$ cat config.mk
export PLATFORM = sky130hd
export DESIGN_NAME = inst_fifo
export DESIGN_NICKNAME = d
export VERILOG_FILES = /design/src/rtl/cpu_pkg.sv /design/src/rtl/inst_fifo_mem.sv /design/src/rtl/inst_fifo.sv
export SDC_FILE = /design/constraint.sdc
export NUM_CORES = 2
export LEC_CHECK = 0
export CORE_ASPECT_RATIO = 1.1
export CORE_MARGIN = 5
export CORE_UTILIZATION = 40
export DETAILED_ROUTE_END_ITERATION = 8
export PLACE_DENSITY = 0.64
export SYNTH_ARGS = -nofsm -noshare
export SYNTH_HDL_FRONTEND = slang
export SYNTH_SLANG_ARGS = --single-unit
$ cat constraint.sdc
create_clock -name clk -period 8.3 [get_ports clk]
set_input_delay 0.83 -clock clk [delete_from_list [all_inputs] [get_ports clk]]
set_output_delay 0.83 -clock clk [all_outputs]
set_load 0.01 [all_outputs]
$ cat src/rtl/cpu_pkg.sv
// Shared CPU front-end types: the {pc,inst} entry carried from fetch to decode
// and the default instruction queue depth.
package cpu_pkg;

  localparam int unsigned CPU_DATA_W      = 32;
  localparam int unsigned INST_FIFO_DEPTH = 16;

  typedef struct packed {
    logic [CPU_DATA_W-1:0] pc;
    logic [CPU_DATA_W-1:0] inst;
  } inst_entry_t;

endpackage

$ cat src/rtl/inst_fifo_mem.sv
// Instruction queue storage: DEPTH entries, two write ports, two asynchronous
// read ports. Contents are never reset.
module inst_fifo_mem
  import cpu_pkg::*;
#(
  parameter int unsigned DEPTH = INST_FIFO_DEPTH,
  localparam int unsigned AW   = $clog2(DEPTH)
) (
  input  logic              clk,
  input  logic              we0,
  input  logic [AW-1:0]     waddr0,
  input  inst_entry_t       wdata0,
  input  logic              we1,
  input  logic [AW-1:0]     waddr1,
  input  inst_entry_t       wdata1,
  input  logic [AW-1:0]     raddr0,
  input  logic [AW-1:0]     raddr1,
  output inst_entry_t       rdata0,
  output inst_entry_t       rdata1
);

  inst_entry_t mem [DEPTH];

  // Port 1 always targets the slot after port 0, so the two never collide.
  always_ff @(posedge clk) begin
    if (we0) mem[waddr0] <= wdata0;
    if (we1) mem[waddr1] <= wdata1;
  end

  assign rdata0 = mem[raddr0];
  assign rdata1 = mem[raddr1];

endmodule

$ cat src/rtl/inst_fifo.sv
// Dual-push / dual-pop instruction queue between fetch and dual-issue decode.
// Define INST_FIFO_PERF_EN to include saturating empty/full cycle counters.
module inst_fifo
  import cpu_pkg::*;
#(
  parameter int unsigned DEPTH  = INST_FIFO_DEPTH,
  parameter int unsigned DATA_W = CPU_DATA_W
) (
  input  logic                     clk,
  input  logic                     resetn,
  input  logic                     flush,
  input  logic                     push0_valid,
  input  logic [DATA_W-1:0]        push0_pc,
  input  logic [DATA_W-1:0]        push0_inst,
  input  logic                     push1_valid,
  input  logic [DATA_W-1:0]        push1_pc,
  input  logic [DATA_W-1:0]        push1_inst,
  input  logic                     pop_master,
  input  logic                     pop_slave,
  output logic                     master_valid,
  output logic [DATA_W-1:0]        master_pc,
  output logic [DATA_W-1:0]        master_inst,
  output logic                     slave_valid,
  output logic [DATA_W-1:0]        slave_pc,
  output logic [DATA_W-1:0]        slave_inst,
  output logic                     fifo_empty,
  output logic                     fifo_almost_empty,
  output logic                     fifo_full,
  output logic [$clog2(DEPTH):0]   count,
  output logic [31:0]              perf_empty_cyc,
  output logic [31:0]              perf_full_cyc
);

  localparam int unsigned AW = $clog2(DEPTH);
  localparam int unsigned CW = AW + 1;

  logic [AW-1:0] rd_ptr, wr_ptr;
  logic [CW-1:0] cnt;
  logic          push_acc, push_two, pop_m, pop_s;
  logic [1:0]    n_push, n_pop;
  inst_entry_t   wdata0, wdata1, rdata0, rdata1;

  assign fifo_empty        = (cnt == '0);
  assign fifo_almost_empty = (cnt == CW'(1));
  assign fifo_full         = (cnt >= CW'(DEPTH - 1));
  assign master_valid      = (cnt >= CW'(1));
  assign slave_valid       = (cnt >= CW'(2));
  assign count             = cnt;

  // Acceptance and legality are judged on the registered count only.
  assign push_acc = push0_valid && !fifo_full;
  assign push_two = push_acc && push1_valid;
  assign pop_m    = pop_master && master_valid;
  assign pop_s    = pop_m && pop_slave && slave_valid;
  assign n_push   = {push_two, push_acc && !push_two};
  assign n_pop    = {pop_s, pop_m && !pop_s};

  always_ff @(posedge clk) begin
    if (!resetn) begin
      rd_ptr <= '0;
      wr_ptr <= '0;
      cnt    <= '0;
    end else if (flush) begin
      rd_ptr <= '0;
      wr_ptr <= '0;
      cnt    <= '0;
    end else begin
      wr_ptr <= wr_ptr + AW'(n_push);
      rd_ptr <= rd_ptr + AW'(n_pop);
      cnt    <= cnt + CW'(n_push) - CW'(n_pop);
    end
  end

  assign wdata0 = '{pc: push0_pc, inst: push0_inst};
  assign wdata1 = '{pc: push1_pc, inst: push1_inst};

  inst_fifo_mem #(
    .DEPTH (DEPTH)
  ) u_mem (
    .clk    (clk),
    .we0    (push_acc && resetn && !flush),
    .waddr0 (wr_ptr),
    .wdata0 (wdata0),
    .we1    (push_two && resetn && !flush),
    .waddr1 (wr_ptr + AW'(1)),
    .wdata1 (wdata1),
    .raddr0 (rd_ptr),
    .raddr1 (rd_ptr + AW'(1)),
    .rdata0 (rdata0),
    .rdata1 (rdata1)
  );

  assign master_pc   = master_valid ? rdata0.pc   : '0;
  assign master_inst = master_valid ? rdata0.inst : '0;
  assign slave_pc    = slave_valid  ? rdata1.pc   : '0;
  assign slave_inst  = slave_valid  ? rdata1.inst : '0;

`ifdef INST_FIFO_PERF_EN
  logic [31:0] empty_cyc, full_cyc;

  // Cleared only by reset so flush-heavy code still shows its starvation.
  always_ff @(posedge clk) begin
    if (!resetn) begin
      empty_cyc <= '0;
      full_cyc  <= '0;
    end else begin
      if (fifo_empty && (empty_cyc != '1)) empty_cyc <= empty_cyc + 32'd1;
      if (fifo_full  && (full_cyc  != '1)) full_cyc  <= full_cyc  + 32'd1;
    end
  end

  assign perf_empty_cyc = empty_cyc;
  assign perf_full_cyc  = full_cyc;
`else
  assign perf_empty_cyc = '0;
  assign perf_full_cyc  = '0;
`endif

endmodule

; ---- Word level (Yosys, flattened, before mapping)
; Memory sizes are Yosys's and may differ from the RTL's. A register that Yosys moved wholly into a read port is not among the register bits.
; Cells that the tools add are included.
[totals]
output_inout_bits = 202
ramBits = 1024
memories = 1
regBits = 13
[mem_list]
columns = memory, words, width, rd, rd_clocked_by_memory_dff, write_ports, line
row1 = u_mem.mem, 16, 64, 2, 1, 2, inst_fifo_mem.sv:22  ; inst_entry_t mem [DEPTH];
[op_classes]
addsub = 6
n_lt_le_gt_ge = 3
bitwise = 1
n_reduce_logical = 17
mux = 9
n_eq_ne = 1
[ops]
columns = cell, n
row1 = $mux W32, 4
row2 = $logic_and A1 B1 Y1, 11
row3 = $add A4 B1 Y4 const B, 2
row4 = $add A4 B2 Y4, 2
row5 = $add A5 B2 Y5, 1
row6 = $eq A5 B1 Y1 const B, 1
row7 = $ge A5 B1 Y1 const B, 1
row8 = $ge A5 B2 Y1 const B, 1
row9 = $ge A5 B4 Y1 const B, 1
row10 = $logic_not A5 Y1, 1
row11 = $sub A5 B2 Y5, 1
row12 = $logic_not A1 Y1, 4
row13 = $mux W1, 4
row14 = $mux W4, 1
row15 = $reduce_or A2 Y1, 1
row16 = $not A1 Y1, 1

; ---- Depth between registers and ports, before layout
[logic_depth]
depth_word = 8
ltp_mapped = 14
depth_no_buf = 14

; ---- Cells and area by module
; A second synthesis with hierarchy kept.
[hier_totals]
hier_cells = 3713
area_unflattened_um2 = 60610.6
[modules_own_cells]
columns = mod, seq_area_each_um2, cells_per_inst, area_each_um2, n_inst
row1 = inst_fifo_mem, 30749.5, 3401, 58298.4, 1
row2 = inst_fifo, 260.2, 312, 2312.2, 1

; ---- Worst setup path after synthesis
; No wires, ideal clock.
[synth_path]
kind = register -> register
startpoint = reg cnt[4] (netlist: count[4])
endpoint = mem u_mem.mem[11][0] (netlist bit), enable pin
path_stages_with_launch = 7
period_less_slack_ns = 6.730
slack_ns = 1.570
setup_time_ns = 0.575
arrival_ns = 6.156
cell_sequence = dfxtp_1 inv_1 ha_1 a21o_1 a211oi_2 nand4_1 o21ai_0
[synth_rtl]
columns = element, line
row1 = start: declaration, inst_fifo.sv:38  ; logic [CW-1:0] cnt;
row2 = start signal: assignment, inst_fifo.sv:70  ; cnt <= cnt + CW'(n_push) - CW'(n_pop);
row3 = end: declaration, inst_fifo_mem.sv:22

; ---- Worst setup path after layout
[layout_path]
startpoint = reg cnt[4] (netlist: count[4])
endpoint = out master_inst[3]
[layout_between]
elab_chain_cells = 2
[layout_rtl]
columns = element, line
row1 = $ge A5 B1 Y1, inst_fifo.sv:46  ; assign master_valid = (cnt >= CW'(1));
row2 = $mux W32, inst_fifo.sv:94  ; assign master_inst = master_valid ? rdata0.inst : '0;
row3 = end: declaration, inst_fifo.sv:22  ; output logic [DATA_W-1:0] master_inst,
; Every way passes these cells.

==> results.md <==
* Outcome: completed
* Initial core utilization at 0.403
* Pins Over Slew Limit at 0
* CTS Buf Count at 112
* Drt drc at 0
* Worst vdd ir at 0.000180 V
* GRT overflow at 0
* Max frequency at 171 MHz
* Critical Path End Type: output port
* Share of cells above drive strength 1 at 0.484
* CTS resizes at 0
* Synth top area cells: edfxtp_1 (50%), mux4_2 (19%), mux2_2 (16%), mux2i_1 (4.2%), mux2_4 (3.9%)
* Synth Register Bits at 1037
* Final Core Density at 0.455
* Critical Path RT at 7.47 ns
* Worst path cell trace: inv_1 > ha_1 > or3b_2 > or2_0 > nand2b_4 > buf_4 > o22ai_1 > clkdlybuf4s50_1
* Worst-Margin Slew at 1.28 ns
* Dpl hpwl at 108000 um
* Pleak at 21.5 nW
* Core region area at 0.152 mm2
* RSZ-0062 raised after global routing: false
* Min cycle time layout at 5.84 ns
* Vias/cell at 6.27
* Rows at 150
* Slew Limit Headroom at 0.146
* Switching share of power at 0.300
* Gpl congestion at 0.779
* Combinational power share at 0.286
* Net Sw Power at 4.55 mW
* CTS tree: done
* CP Class: flop to output port
* Die W at 384 um
* Die H at 421 um
* H-tree depth at 3
* Setup crit start kind: flop
* Share of the yosys chip area belonging to registers at 0.505
* Pre-antenna DRT Iters at 5
* Largest net degree at the start of global routing at 133
* Top_reg_cell synth: edfxtp_1
* First-pass GRT wire length at 277000 um
* Levels on crit path at 8
* Total die area at 0.161 mm2
* Hold slack final at 0.624 ns
* Period Utilization, post-route at 0.704
* Mapped Cells at 3580
* Mapped Avg Cell Area at 17.1 um2
* Post-Syn Area at 0.0614 mm2
* Io pins at 337
* Critical Path Max Stage Delay at 0.77 ns
* Fin nets at 3781
* Longest Clk Path Bufs at 3
* Vias in the first global route at 37289
* YS warnings at 0
* Hold buffers post-CTS at 0
* Setup TNS Final at 0 ns
* Clk sinks at 1037
* Setup Fix Bufs, Post-CTS at 0
* Worst hold stages at 2
* CP max-delay cell: o22ai_1
* Later-pin clock latency in the skew report at 0.74 ns
* Critical path arrival at 5.01 ns
* Max-cap violations at 0
* Area leader, netlist: edfxtp_1
* WL final at 192000 um
* Cell Int Power at 10.6 mW
* Post-synthesis async set-or-reset flop share at 0
* Pwr/cell area at 219 mW/mm2
* Sequential share of power at 0.386
* Antenna violations before repair at 22
* Fin. Hold Viols at 0
* Distinct cells, synth at 50
* Syn-to-layout area delta at 12.8%
* I/O Buffers at 272
* Avg WL per Cell at 33.2 um
* Crit Path Max Fanout at 38
* Clk network pwr share at 0.328
* Post-synth top area share at 0.501
* CP top delay family: buffers and inverters
* R2R cell count at 7
* Final ANT Viol Nets at 0
* Buffers plus inverters on the worst setup path at 3
* Final Skew at 0.0329 ns
* Worst-path clk slew at 0.06 ns
* Starting DRT DRC Count at 4072
* Vias at 36255
* Setup violations, final at 0
* Gr usage total at 0.233
* Fillers at 13099
* Root buf cell: clkbuf_16
* Post-synth EDFFs at 1024
* Hold crit path type: flop to flop
-- synthesized netlist by cell type (12+ instances only) --
cell type and instances:
edfxtp_1 1024, mux2_2 849, mux4_2 512, mux2i_1 256
clkbuf_1 228, mux2_4 158, buf_2 137, o22ai_1 128
buf_4 66, buf_1 27, buf_6 18, mux2_1 17
o21ai_0 16, ha_1 14, inv_1 14, dfxtp_1 13
nand3_1 12
-- layout make-up --
type / count / area (um2) / area share
flip-flops and latches: 1037 / 31000 / 0.448
well taps: 2052 / 2570 / 0.0371
repair buffers: 347 / 3440 / 0.0496
multi-input cells: 2115 / 28600 / 0.413
clock buffers: 137 / 2940 / 0.0424
clock inverters: 69 / 616 / 0.00889
diodes: 13 / 32.5 / 0.000470
inverters: 15 / 56.3 / 0.000813
-- stage by stage --
stage / setup slack, ns / cells / power [mW] / instance area, um2
after floorplan: 1.57 / 3643 / 8.54 / 61600
after global placement: 2.99 / 5566 / 10.3 / 65700
after detailed placement: 3.02 / 5566 / 10.3 / 65700
after CTS: 2.19 / 5772 / 15.3 / 69200
after global routing: 2.16 / 5774 / 15.8 / 69200
final: 2.46 / 5785 / 15.2 / 69200
-- power by group through the flow --
stage	combinational (mW)	sequential (mW)	clock (mW)
3_3_place_gp	4.34	5.97	0
3_5_place_dp	4.37	5.97	0
5_1_grt	4.61	5.86	5.28
6_report	4.34	5.86	4.98
2_1_floorplan	2.59	5.95	0
4_1_cts	4.39	5.86	5.07
-- state kept, by name, indices dropped and copies added, names as in the netlist --
| register | cells |
|---|---|
| count | 5 |
| rd_ptr | 4 |
| u_mem.mem | 1024 |
| wr_ptr | 4 |
-- cell families after synthesis --
group | Yosys count | synth area share
buffers and inverters | 491 | 0.0390
other | 1 | 0.0000611
xor gates and xnor gates | 8 | 0.00114
adders and majority gates | 18 | 0.00416
DFF | 1037 | 0.505
AOI/OAI and AO/OA | 158 | 0.0162
and+or+nand+nor | 75 | 0.00728
muxes | 1792 | 0.427
-- worst paths after layout --
kind / start / endpoint / slack (ns)
hold reg to reg: rd_ptr[3] / rd_ptr[3] / 0.62
hold / removal: rd_ptr[3] / rd_ptr[3] / 0.62
setup reg to reg: count[4] / u_mem.mem[2][52] / 3.84
setup / recovery: count[4] / master_inst[3] / 2.46
-- routing by layer --
| layer | part of all wire | vias to the layer above | GRT usage | routed length, um |
|---|---|---|---|---|
| met4 | 0.021 | 4 | 0.0516 | 4100 |
| met2 | 0.48 | 1809 | 0.379 | 91900 |
| met1 | 0.41 | 19427 | 0.325 | 79700 |
| li1 | - | 14771 | - | - |
| met3 | 0.086 | 244 | 0.0472 | 16400 |
| met5 | 0.00015 | - | 0 | 29 |
-- worst reg2reg max path, stage by stage (launching register included) --
cell and delay (ns):
dfxtp_1 0.59, inv_1 0.15, ha_1 0.21, a21o_1 0.28, a211oi_2 0.59, nand2_1 0.42
o21ai_4 0.77, buf_4 1.00
-- cells in the final DEF (no fill, tap or decap), drive strengths merged, types with 2 or more instances in the layout --
cell / count
o22ai: 128
clkdlybuf4s50: 272
nor3: 4
bufinv: 8
xnor2: 4
dfxtp: 13
a21o: 2
xor2: 4
conb: 64
or3: 3
nand2: 9
nor2: 11
or4: 2
buf: 75
and2: 5
nand4: 6
ha: 14
inv: 23
nand3: 12
nand2b: 5
fa: 4
mux2i: 256
nor2b: 6
a211oi: 2
mux2: 1024
o21ai: 16
nand3b: 3
diode: 13
and3b: 2
or2: 2
a21oi: 6
clkinvlp: 11
clkinv: 42
mux4: 512
edfxtp: 1024
clkbuf: 137
No activity file was read; power rests on OpenSTA's default activity.
